$ cat src/rtl/regfile_scoreboard.sv
// Integer register file with two combinational read ports, one writeback port,
// a per-register pending-write scoreboard and a post-reset sequential clear engine.
module regfile_scoreboard #(
   parameter int XLEN     = 32,
   parameter int NREGS    = 32,
   parameter int BYPASS   = 1,
   parameter int ZERO_REG = 1,
   localparam int AW      = $clog2(NREGS)
) (
   input  logic            clk,
   input  logic            rst,
   input  logic [AW-1:0]   rs1_addr,
   input  logic [AW-1:0]   rs2_addr,
   output logic [XLEN-1:0] rd1,
   output logic [XLEN-1:0] rd2,
   output logic            rs1_busy,
   output logic            rs2_busy,
   input  logic            issue_valid,
   input  logic [AW-1:0]   issue_rd,
   input  logic            wb_valid,
   input  logic [AW-1:0]   wb_rd,
   input  logic [XLEN-1:0] wb_data,
   output logic            ready
);

   localparam bit ZERO_EN = (ZERO_REG != 0);
   localparam bit BYP_EN  = (BYPASS != 0);

   typedef enum logic {ST_CLEAR = 1'b0, ST_RUN = 1'b1} state_t;

   state_t            state_r;
   logic [AW-1:0]     cnt_r;
   logic [NREGS-1:0]  pending_r;
   logic [NREGS-1:0]  pending_next_s;
   logic [XLEN-1:0]   regs_r [NREGS];
   logic              issue_set_s;
   logic              wb_we_s;

   function automatic logic [XLEN-1:0] read_sel(
      input logic [AW-1:0]   addr,
      input logic [XLEN-1:0] stored,
      input logic            wv,
      input logic [AW-1:0]   wrd,
      input logic [XLEN-1:0] wdata
   );
      logic [XLEN-1:0] v;
      if (ZERO_EN && (addr == '0)) begin
         v = '0;
      end else if (BYP_EN && wv && (wrd == addr)) begin
         v = wdata;
      end else begin
         v = stored;
      end
      return v;
   endfunction

   // A forwarded writeback retires the producer in the same cycle, so busy is masked.
   function automatic logic busy_sel(
      input logic [AW-1:0] addr,
      input logic          pend,
      input logic          wv,
      input logic [AW-1:0] wrd
   );
      logic b;
      if (ZERO_EN && (addr == '0)) begin
         b = 1'b0;
      end else if (BYP_EN && wv && (wrd == addr)) begin
         b = 1'b0;
      end else begin
         b = pend;
      end
      return b;
   endfunction

   // Write enables; register 0 is never written nor tracked when hardwired.
   always_comb begin
      issue_set_s = issue_valid & ~(ZERO_EN & (issue_rd == '0));
      wb_we_s     = wb_valid & ~(ZERO_EN & (wb_rd == '0));
   end

   // Next scoreboard: writeback clears first, issue sets last so a same-register issue wins.
   always_comb begin
      pending_next_s           = pending_r;
      pending_next_s[wb_rd]    = pending_r[wb_rd] & ~wb_valid;
      pending_next_s[issue_rd] = pending_next_s[issue_rd] | issue_set_s;
   end

   // Control FSM: clear sweep after reset, then normal operation with scoreboard updates.
   always_ff @(posedge clk) begin
      if (rst) begin
         state_r   <= ST_CLEAR;
         cnt_r     <= '0;
         ready     <= 1'b0;
         pending_r <= '0;
      end else begin
         case (state_r)
            ST_CLEAR: begin
               cnt_r <= cnt_r + AW'(1);
               if (cnt_r == AW'(NREGS - 1)) begin
                  state_r <= ST_RUN;
                  ready   <= 1'b1;
               end
            end
            ST_RUN: begin
               pending_r <= pending_next_s;
            end
            default: begin
               state_r   <= ST_CLEAR;
               cnt_r     <= '0;
               ready     <= 1'b0;
               pending_r <= '0;
            end
         endcase
      end
   end

   // Register array: zeroed one entry per cycle during clear, written back during run.
   always_ff @(posedge clk) begin
      if (!rst) begin
         if (state_r == ST_CLEAR) begin
            regs_r[cnt_r] <= '0;
         end else if (wb_we_s) begin
            regs_r[wb_rd] <= wb_data;
         end
      end
   end

   // Read ports and busy flags; all forced low until the clear sweep finishes.
   always_comb begin
      rd1      = '0;
      rd2      = '0;
      rs1_busy = 1'b0;
      rs2_busy = 1'b0;
      if (state_r == ST_RUN) begin
         rd1      = read_sel(rs1_addr, regs_r[rs1_addr], wb_valid, wb_rd, wb_data);
         rd2      = read_sel(rs2_addr, regs_r[rs2_addr], wb_valid, wb_rd, wb_data);
         rs1_busy = busy_sel(rs1_addr, pending_r[rs1_addr], wb_valid, wb_rd);
         rs2_busy = busy_sel(rs2_addr, pending_r[rs2_addr], wb_valid, wb_rd);
      end else begin
         rd1      = '0;
         rd2      = '0;
         rs1_busy = 1'b0;
         rs2_busy = 1'b0;
      end
   end

endmodule
$ cat config.mk
export PLATFORM = sky130hd
export DESIGN_NAME = regfile_scoreboard
export DESIGN_NICKNAME = d
export VERILOG_FILES = /design/src/rtl/regfile_scoreboard.sv
export SDC_FILE = /design/constraint.sdc
export NUM_CORES = 1
export LEC_CHECK = 0
export BUFFER_PORTS_ARGS = -buffer_cell sky130_fd_sc_hd__buf_2
export CAP_MARGIN = 20
export CORE_MARGIN = 2
export CORE_UTILIZATION = 40
export CTS_CLUSTER_SIZE = 40
export DETAILED_ROUTE_END_ITERATION = 10
export SETUP_SLACK_MARGIN = 0.4
export SYNTH_ARGS = -nofsm -noshare
export SYNTH_HDL_FRONTEND = slang
export SYNTH_SLANG_ARGS = --single-unit
$ cat constraint.sdc
create_clock -name clk -period 6.21 [get_ports clk]
set_clock_uncertainty 0.2 [all_clocks]
set_input_delay 0.621 -clock clk [delete_from_list [all_inputs] [get_ports clk]]
set_output_delay 0.621 -clock clk [all_outputs]
set_load 0.02 [all_outputs]
# Word-level counts from Yosys, hierarchy flattened
# Memory sizes are Yosys's and may differ from the RTL's.
# Cells that the tools add are included.
# classes
n_addsub	1
order_cmp	6
n_eq_ne	3
mux	38
bitwise_logic	8
reduce_logical	10
# op_table
op	n
$mux W32	7
$bwmux W32	2
$reduce_or A32 Y1	1
$lt A5 B6 Y1 const B	4
$mux W1	22
$bmux W1 S5	4
$logic_not A5 Y1	4
$demux W1 S5	2
$eq A5 B5 Y1	2
$ge A5 B1 Y1 const B	2
$add A5 B1 Y5 const B	1
$eq A5 B5 Y1 const B	1
$mux W5	1
$logic_and A1 B1 Y1	4
$not A1 Y1	4
$and A1 B1 Y1	3
$reduce_and A2 Y1	1
$or A1 B1 Y1	1
# word_totals
ff_bits	39
ramBits	1024
input_bits	56
out_inout_bits	67
elab_cells	71
n_memories	1
# memory_table
name	words	word_bits	read_ports	rd_clocked_by_memory_dff	write_ports	line	source
regs_r	32	32	2	0	1	35	logic [XLEN-1:0] regs_r [NREGS];

# Depth between registers and ports, before layout
# Gate-level depths: netlist of run 1.
# depth
ltp_word	9
mapped_depth	12
mapped_depth_nobuf	8

# Least setup slack after synthesis of run 1
# Ideal clock, no wire load.
# synth_timing
path_type	input -> register
start	input port wb_rd[3]
end	memory regs_r[0][0], enable pin
setup_time_ns	0.421
arrival_time_ns	3.571
required_ns	5.589
slack_ns	2.018
path_stages	10
path_buffers	4
path_cell_list	buf_4 buf_2 nor3_1 nand2_1 and3_1 clkbuf_1 clkbuf_1 nor4_1 a21oi_1 nor2_1
# synth_via
elab_chain_cells	9
elab_cells_between_ends	10
classes_between	mux (6); bitwise (2); reduce/logical (2)
# synth_lines
element	line	source
from (decl)	21	input logic [AW-1:0] wb_rd,
$logic_not A5 Y1	78	wb_we_s = wb_valid & ~(ZERO_EN & (wb_rd == '0));
$not A1 Y1	78	
$and A1 B1 Y1	78	
$mux W1	122	end else if (wb_we_s) begin
$mux W1	120	if (state_r == ST_CLEAR) begin
$mux W1	119	if (!rst) begin
$mux W1 (implied by the code)	123	regs_r[wb_rd] <= wb_data;
$reduce_or A32 Y1 (no source line)	--	
$mux W5 (no source line) or $mux W1 (tied branches)	--	
to (decl)	35	
# Parallel ways exist; a longest one is shown, timed or not.

# Worst setup path after layout of run 1
# layout_timing
start	input port wb_rd[2]
end	output port rd1[23]
# layout_via
elab_chain_cells	5
# layout_lines
element	line	source
$eq A5 B5 Y1	49	end else if (BYP_EN && wv && (wrd == addr)) begin
$logic_and A1 B1 Y1	49	
$mux W32	49	
$mux W32	47	if (ZERO_EN && (addr == '0)) begin
$mux W32	134	if (state_r == ST_RUN) begin
to (decl)	14	output logic [XLEN-1:0] rd1,
# No other way between the ends.

==> results of run 1 <==
-- critical path, stage by stage --
cell and delay [ps]:
buf_2 470, xnor2_1 190, nand4_1 110, nor3_1 540, o311a_2 960, buf_4 380, nand2_1 80, o21ai_0 80
buf_2 200
-- stage by stage --
stage               setup WS (ps)  power, mW
floorplan                    2018      8.729
global placement             1552      9.081
detailed placement           1580      9.090
CTS                          1596      15.82
global route                 1462      16.15
finish                       1692      15.75
-- area by class of cell --
type / count / area (sq um) / area share
sequential: 1063 / 31530 / 0.5348
inverter: 12 / 45.04 / 0.0007640
tap: 1742 / 2180 / 0.03697
multi-input combinational: 1504 / 19800 / 0.3359
clock buffer: 130 / 2849 / 0.04833
antenna: 2 / 5.005 / 0.00008489
clock inverter: 73 / 832.0 / 0.01411
timing repair buffer: 213 / 1713 / 0.02905
-- kinds of logic after synthesis --
group | after synthesis
AOI/OAI and AO/OA | 359
xor gates and xnor gates | 17
adders and majority gates | 2
buffers and inverters | 268
DFF | 1063
muxes | 746
and+or+nand+nor | 380
-- worst paths after layout --
check	from	end	slack, ps
setup / recovery	wb_rd[2]	rd1[23]	1690
hold / removal	wb_data[24]	regs_r[21][24]$_DFFE_PP_	200
setup reg to reg	state_r$_SDFF_PP0_	regs_r[17][7]$_DFFE_PP_	1870
hold reg to reg	ready$_SDFFE_PP0P_	ready$_SDFFE_PP0P_	280
-- metal layers --
layer / track usage / up-vias / part of all wire
met4: 0.06641 / 0 / 0.025
met1: 0.3446 / 17060 / 0.40
met5: 0 / - / 0
li1: - / 12370 / -
met3: 0.04220 / 275 / 0.090
met2: 0.4042 / 1815 / 0.49
-- state kept, by name, indices dropped and copies added (netlist names) --
name / cells
cnt_r: 5
pending_r: 32
ready: 1
regs_r: 1024
state_r: 1
-- layout by cell type (no fill, tap or decap), types with 8 or more instances in the layout --
cell       instances
clkinv_2          21
mux2i_1          132
a21oi_1           25
nor3_1            16
a211oi_1          48
clkbuf_16        111
xnor2_1            9
and2_1            36
edfxtp_1        1024
clkbuf_1          19
nand4_1           11
inv_1             12
buf_4             69
o221ai_1          24
o21ai_0           54
nand3_1           19
nor2_1            96
nand2b_1          19
bufinv_16         15
clkinv_1          23
o2111ai_1         13
o22ai_1           42
dfxtp_1           39
mux2_2            35
o211ai_1          21
a22o_1            32
nor4_1             8
xor2_1             8
mux4_2           579
nor2_4            33
buf_12            24
a32oi_1           21
a221oi_1          22
nand2_1           82
buf_2            112
-- power groups by stage --
stage          Combinational [mW]  Clock [mW]  Sequential (mW)
5_1_grt                      1.17        7.16             7.82
4_1_cts                      1.12        6.88             7.82
3_5_place_dp                 1.12           0             7.97
2_1_floorplan               0.767           0             7.96
3_3_place_gp                 1.11           0             7.97
6_report                     1.12        6.81             7.82
==> out/results.ini, run 1 <==
[timing]
setup_viol = 0
setup-tns-final_ps = 0
fin_crit_sh = 0.7275
holdWs_ps = 199.4
fmax_ghz = 0.2213
tightest_slew_ps = 1151
rsz0062_at_grt = no
drv_slew = 0
timing.final.hold_violations = 0
finalCriticalPeriod_ps = 4518
relSlewSlack = 0.2324

[logic_synthesis]
synthAdderAreaFrac = 0.0004792
synth_flop_cell = edfxtp_1
synthMuxAreaShare = 0.2826
synth_top_family_by_area = multiplexers
synth_area_sq_um = 52220
synthesis.instances = 2835
yosys-top-cells-area = edfxtp_1 (59%), mux4_2 (25%), mux2i_1 (2.5%)
yosys.area.top_type = edfxtp_1
synth_xor_area_frac = 0.002851
synth-edff-count = 1024
ys_top_cells_by_count = edfxtp_1 (1024), mux4_2 (579), clkbuf_1 (138)
synth_compound_area_frac = 0.05077
synth_top_area_frac = 0.5889
yosysSeqAreaShare = 0.6038
synth.distinct_cells = 82
synth_most_common_cell = edfxtp_1
async_flop_share = 0
synthSimpleGateAreaFrac = 0.03683
yosys_warnings = 0
synthesis.nets = 2893
ys_ff_latch = 1063
avgSynthCellArea_sq_um = 18.42

[power]
seqPwrFrac = 0.496
p_sw_mw = 3.569
p_int_mw = 12.18
p_comb_frac = 0.071
p_sw_frac = 0.2266
pwr-share-clk = 0.432
p_leak_nw = 17.25
peakVddDrop_v = 0.0002237
powerDensity_nw_per_um2 = 267.2

[clock_network]
ctsHoldBuffers = 0
cts.reportedPaths.clkPinSlew_ps = 60
cts_max_path_buffers = 3
cts_resized = 0
cts_buffers = 110
cts_tree = yes
cts-htree-levels = 3
post_cts_buffers = 0
clkSinkCount = 1063
cts_root_buffer = clkbuf_16
clk_latency_ps = 720

[worst_setup_path]
cp-start-kind = input port
critPathCaptureType = output port
reg2regPathDepth = 9
arrival_ps = 3700
critical_path_required_ps = 5390
setup.worst_path.class = input port to output port
worst-path-max-fanout = 30

[route]
drc = 0
postRouteAntennaNets = 0
post_drt_wl_per_cell_um = 34.89
drt_iter0_drc = 3898
dr.pass1.iters = 6
via_per_inst = 6.651
num_vias = 31520
routed_wl_um = 165300

[run_status]
status = complete, no violations

[worst_hold_path]
min_path_type = input port to flop
whs_path_depth = 2

[run]
cap_violations = 0

[layout]
syn_to_final_growth_pct = 12.90
drive_gt1_frac = 0.3499
finalNetCount = 2962
final_core_util = 0.4553
design_area_sq_um = 58950
fillers = 11000
stdcell_count = 4739

[global_routing]
antenna_found_initial = 1
grt_usage = 0.2475
grt_max_degree = 105
grt_overflow = 0
grt_pass1_wl_um = 234700
first_global_vias = 31510

[placed_design]
port_buffers = 122
gp_congestion = 0.9002
dp_cells = 4530
hpwl_um = 93090
place_area_sq_um = 55170

[floorplanning]
io_pins = 123
placementRows = 132
start_util = 0.4033
die_y_um = 365.3
floorplan.die_area_sq_um = 133500
die_w_um = 365.3
core-area_sq_um = 129500

(Power assumes the default switching activity.)
==> run 2: changes to the inputs <==
==> constraint.sdc (replaced) <==
create_clock -name clk -period 3.9 [get_ports clk]
set_clock_uncertainty 0.2 [all_clocks]
set_input_delay 0.39 -clock clk [delete_from_list [all_inputs] [get_ports clk]]
set_output_delay 0.39 -clock clk [all_outputs]
set_load 0.02 [all_outputs]
==> run 2 against run 1 <==
Net effect:
- hold slack got worse by 56 ps
- final area increased by 3.3%
- first-iteration DRC count increased by 16%
- final cell count increased by 3.8%
- critical path depth decreased by 1
- clock power increased by 59%
- largest cell class unchanged
- largest power group unchanged
==> out/results.ini, run 2 (synthesis results as in run 1) <==
[run_status]
status = complete, no violations

[route]
wl_met3_um = 14920
num_vias = 32220
routed_wl_um = 169300
postRouteAntennaNets = 0
top_layer_used = met4
drt-met1-wl_um = 67160
drt_iter0_drc = 4503
via_per_inst = 6.550
wl_met2_um = 82890
dr.pass1.iters = 5
drc = 0
post_drt_wl_per_cell_um = 34.41

[floorplanning]
io_pins = 123
die_y_um = 365.3
die_w_um = 365.3
start_util = 0.4033
core-area_sq_um = 129500
floorplan.die_area_sq_um = 133500
placementRows = 132

[layout]
finalNetCount = 3138
seq_area_sq_um = 31530
layout_commonest_cell = edfxtp_1
final_core_util = 0.4705
syn_to_final_growth_pct = 16.66
regMostFlops = regs_r
largest_reg_flops = 1024
drive_gt1_frac = 0.3877
layout_common_cells = edfxtp_1 (1024), mux4_2 (579), buf_4 (193), mux2i_1 (130), clkbuf_16 (114)
fillers = 10790
reg.largest.list = regs_r: 1024 flops, pending_r: 32 flops, cnt_r: 5 flops
multi_input_area_sq_um = 19830

[worst_setup_path]
path_buf_inv = 3
worst-path-max-fanout = 50
setup.worst_path.class = input port to output port
cpMaxStageDelayCell = or3_2
critPathCaptureType = output port
max_stage_delay_ps = 660
path_delay_family = compound AO/OA/AOI/OAI gates
cp_cell_sequence = buf_16 > or3_2 > buf_4 > o221ai_1 > a221oi_1 > a21oi_1 > a22o_1 > buf_2
critical_path_required_ps = 3310
cp-start-kind = input port
arrival_ps = 2890

[placed_design]
port_buffers = 122
gp_congestion = 0.8953
hpwl_um = 100600
pre_cts_ws_ps = 189.9

[clock_network]
cts.reportedPaths.clkPinSlew_ps = 60
clk_latency_ps = 680
cts_max_path_buffers = 3
cts_buffers = 111
cts-htree-levels = 3
cts_tree = yes
clkSinkCount = 1063
cts_root_buffer = clkbuf_16

[timing]
setup_viol = 0
drv_slew = 0
tightest_slew_ps = 1012
fin_crit_sh = 0.8910
relSlewSlack = 0.3253
rsz0062_at_grt = yes
fmax_ghz = 0.2878
finalCriticalPeriod_ps = 3475
fin_ws_ps = 425.0
timing.final.hold_violations = 0

[global_routing]
grt_pass1_wl_um = 240700
antenna_found_initial = 0
grt_max_degree = 62
grt_usage = 0.2533
grt_overflow = 0
first_global_vias = 32560

[power]
p_int_mw = 19.48
powerDensity_nw_per_um2 = 413.0
p_total_mw = 25.16
p_leak_nw = 18.30
seqPwrFrac = 0.495
p_sw_mw = 5.677
p_sw_frac = 0.2257
peakVddDrop_v = 0.0003536
pwr-share-clk = 0.428
p_comb_frac = 0.077

[run]
cap_violations = 0

[worst_hold_path]
min_path_type = input port to flop

[run 2: metrics by stage]
stage	hold slack, ps	area, sq um	cells	setup TNS (ps)
3_3_place_gp	280.2	57040	4702	0
6_report	143.5	60920	4919	0
3_5_place_dp	280.4	57040	4702	0
2_1_floorplan	247.0	52270	2835	-15070
4_1_cts	100.9	60840	4915	0
5_1_grt	141.1	60910	4917	0
[run 2: worst paths after layout]
| path | startpoint | end | slack [ps] | cells past startpoint |
|---|---|---|---|---|
| max | rs1_addr[1] | rd1[12] | 420 | 8 |
| max reg2reg | state_r$_SDFF_PP0_ | regs_r[4][11]$_DFFE_PP_ | 880 | 8 |
| min | wb_data[13] | regs_r[26][13]$_DFFE_PP_ | 140 | 3 |
| min reg2reg | ready$_SDFFE_PP0P_ | ready$_SDFFE_PP0P_ | 280 | 2 |
[run 2: layout make-up]
| type | instances | share of cell area |
|---|---|---|
| clock inverter | 75 | 0.01290 |
| timing repair buffer | 388 | 0.06004 |
| clock buffer | 133 | 0.04730 |
| inverter | 12 | 0.0007394 |
| antenna | 2 | 0.00008216 |
| tap | 1742 | 0.03578 |
| sequential | 1063 | 0.5176 |
| multi-input combinational | 1504 | 0.3256 |
[run 2: power groups by stage]
stage	Sequential [mW]	Clock, mW	Combinational (mW)
2_1_floorplan	12.7	0	1.22
4_1_cts	12.4	10.9	1.93
6_report	12.5	10.8	1.94
3_5_place_dp	12.7	0	1.92
3_3_place_gp	12.7	0	1.91
5_1_grt	12.5	11.3	2.03
[run 2: worst min-delay path, stage by stage]
cell and delay, ps:
buf_2 110, and2_1 130, buf_4 220
[run 2: timing repair]
item	4_1_cts	5_1_grt
endpoints found under the setup margin	28	6
gates cloned	0	2
endpoints found under the hold margin	5	0
hold buffers	1	0
setup buffers	4	0
pin swaps	1	0
gates resized for setup	13	5
[run 2: layer usage]
metal / vias to the layer above / track usage
li1: 12760 / -
met1: 17260 / 0.3514
met2: 1927 / 0.4156
met3: 273 / 0.04181
met4: 0 / 0.06923
met5: - / 0
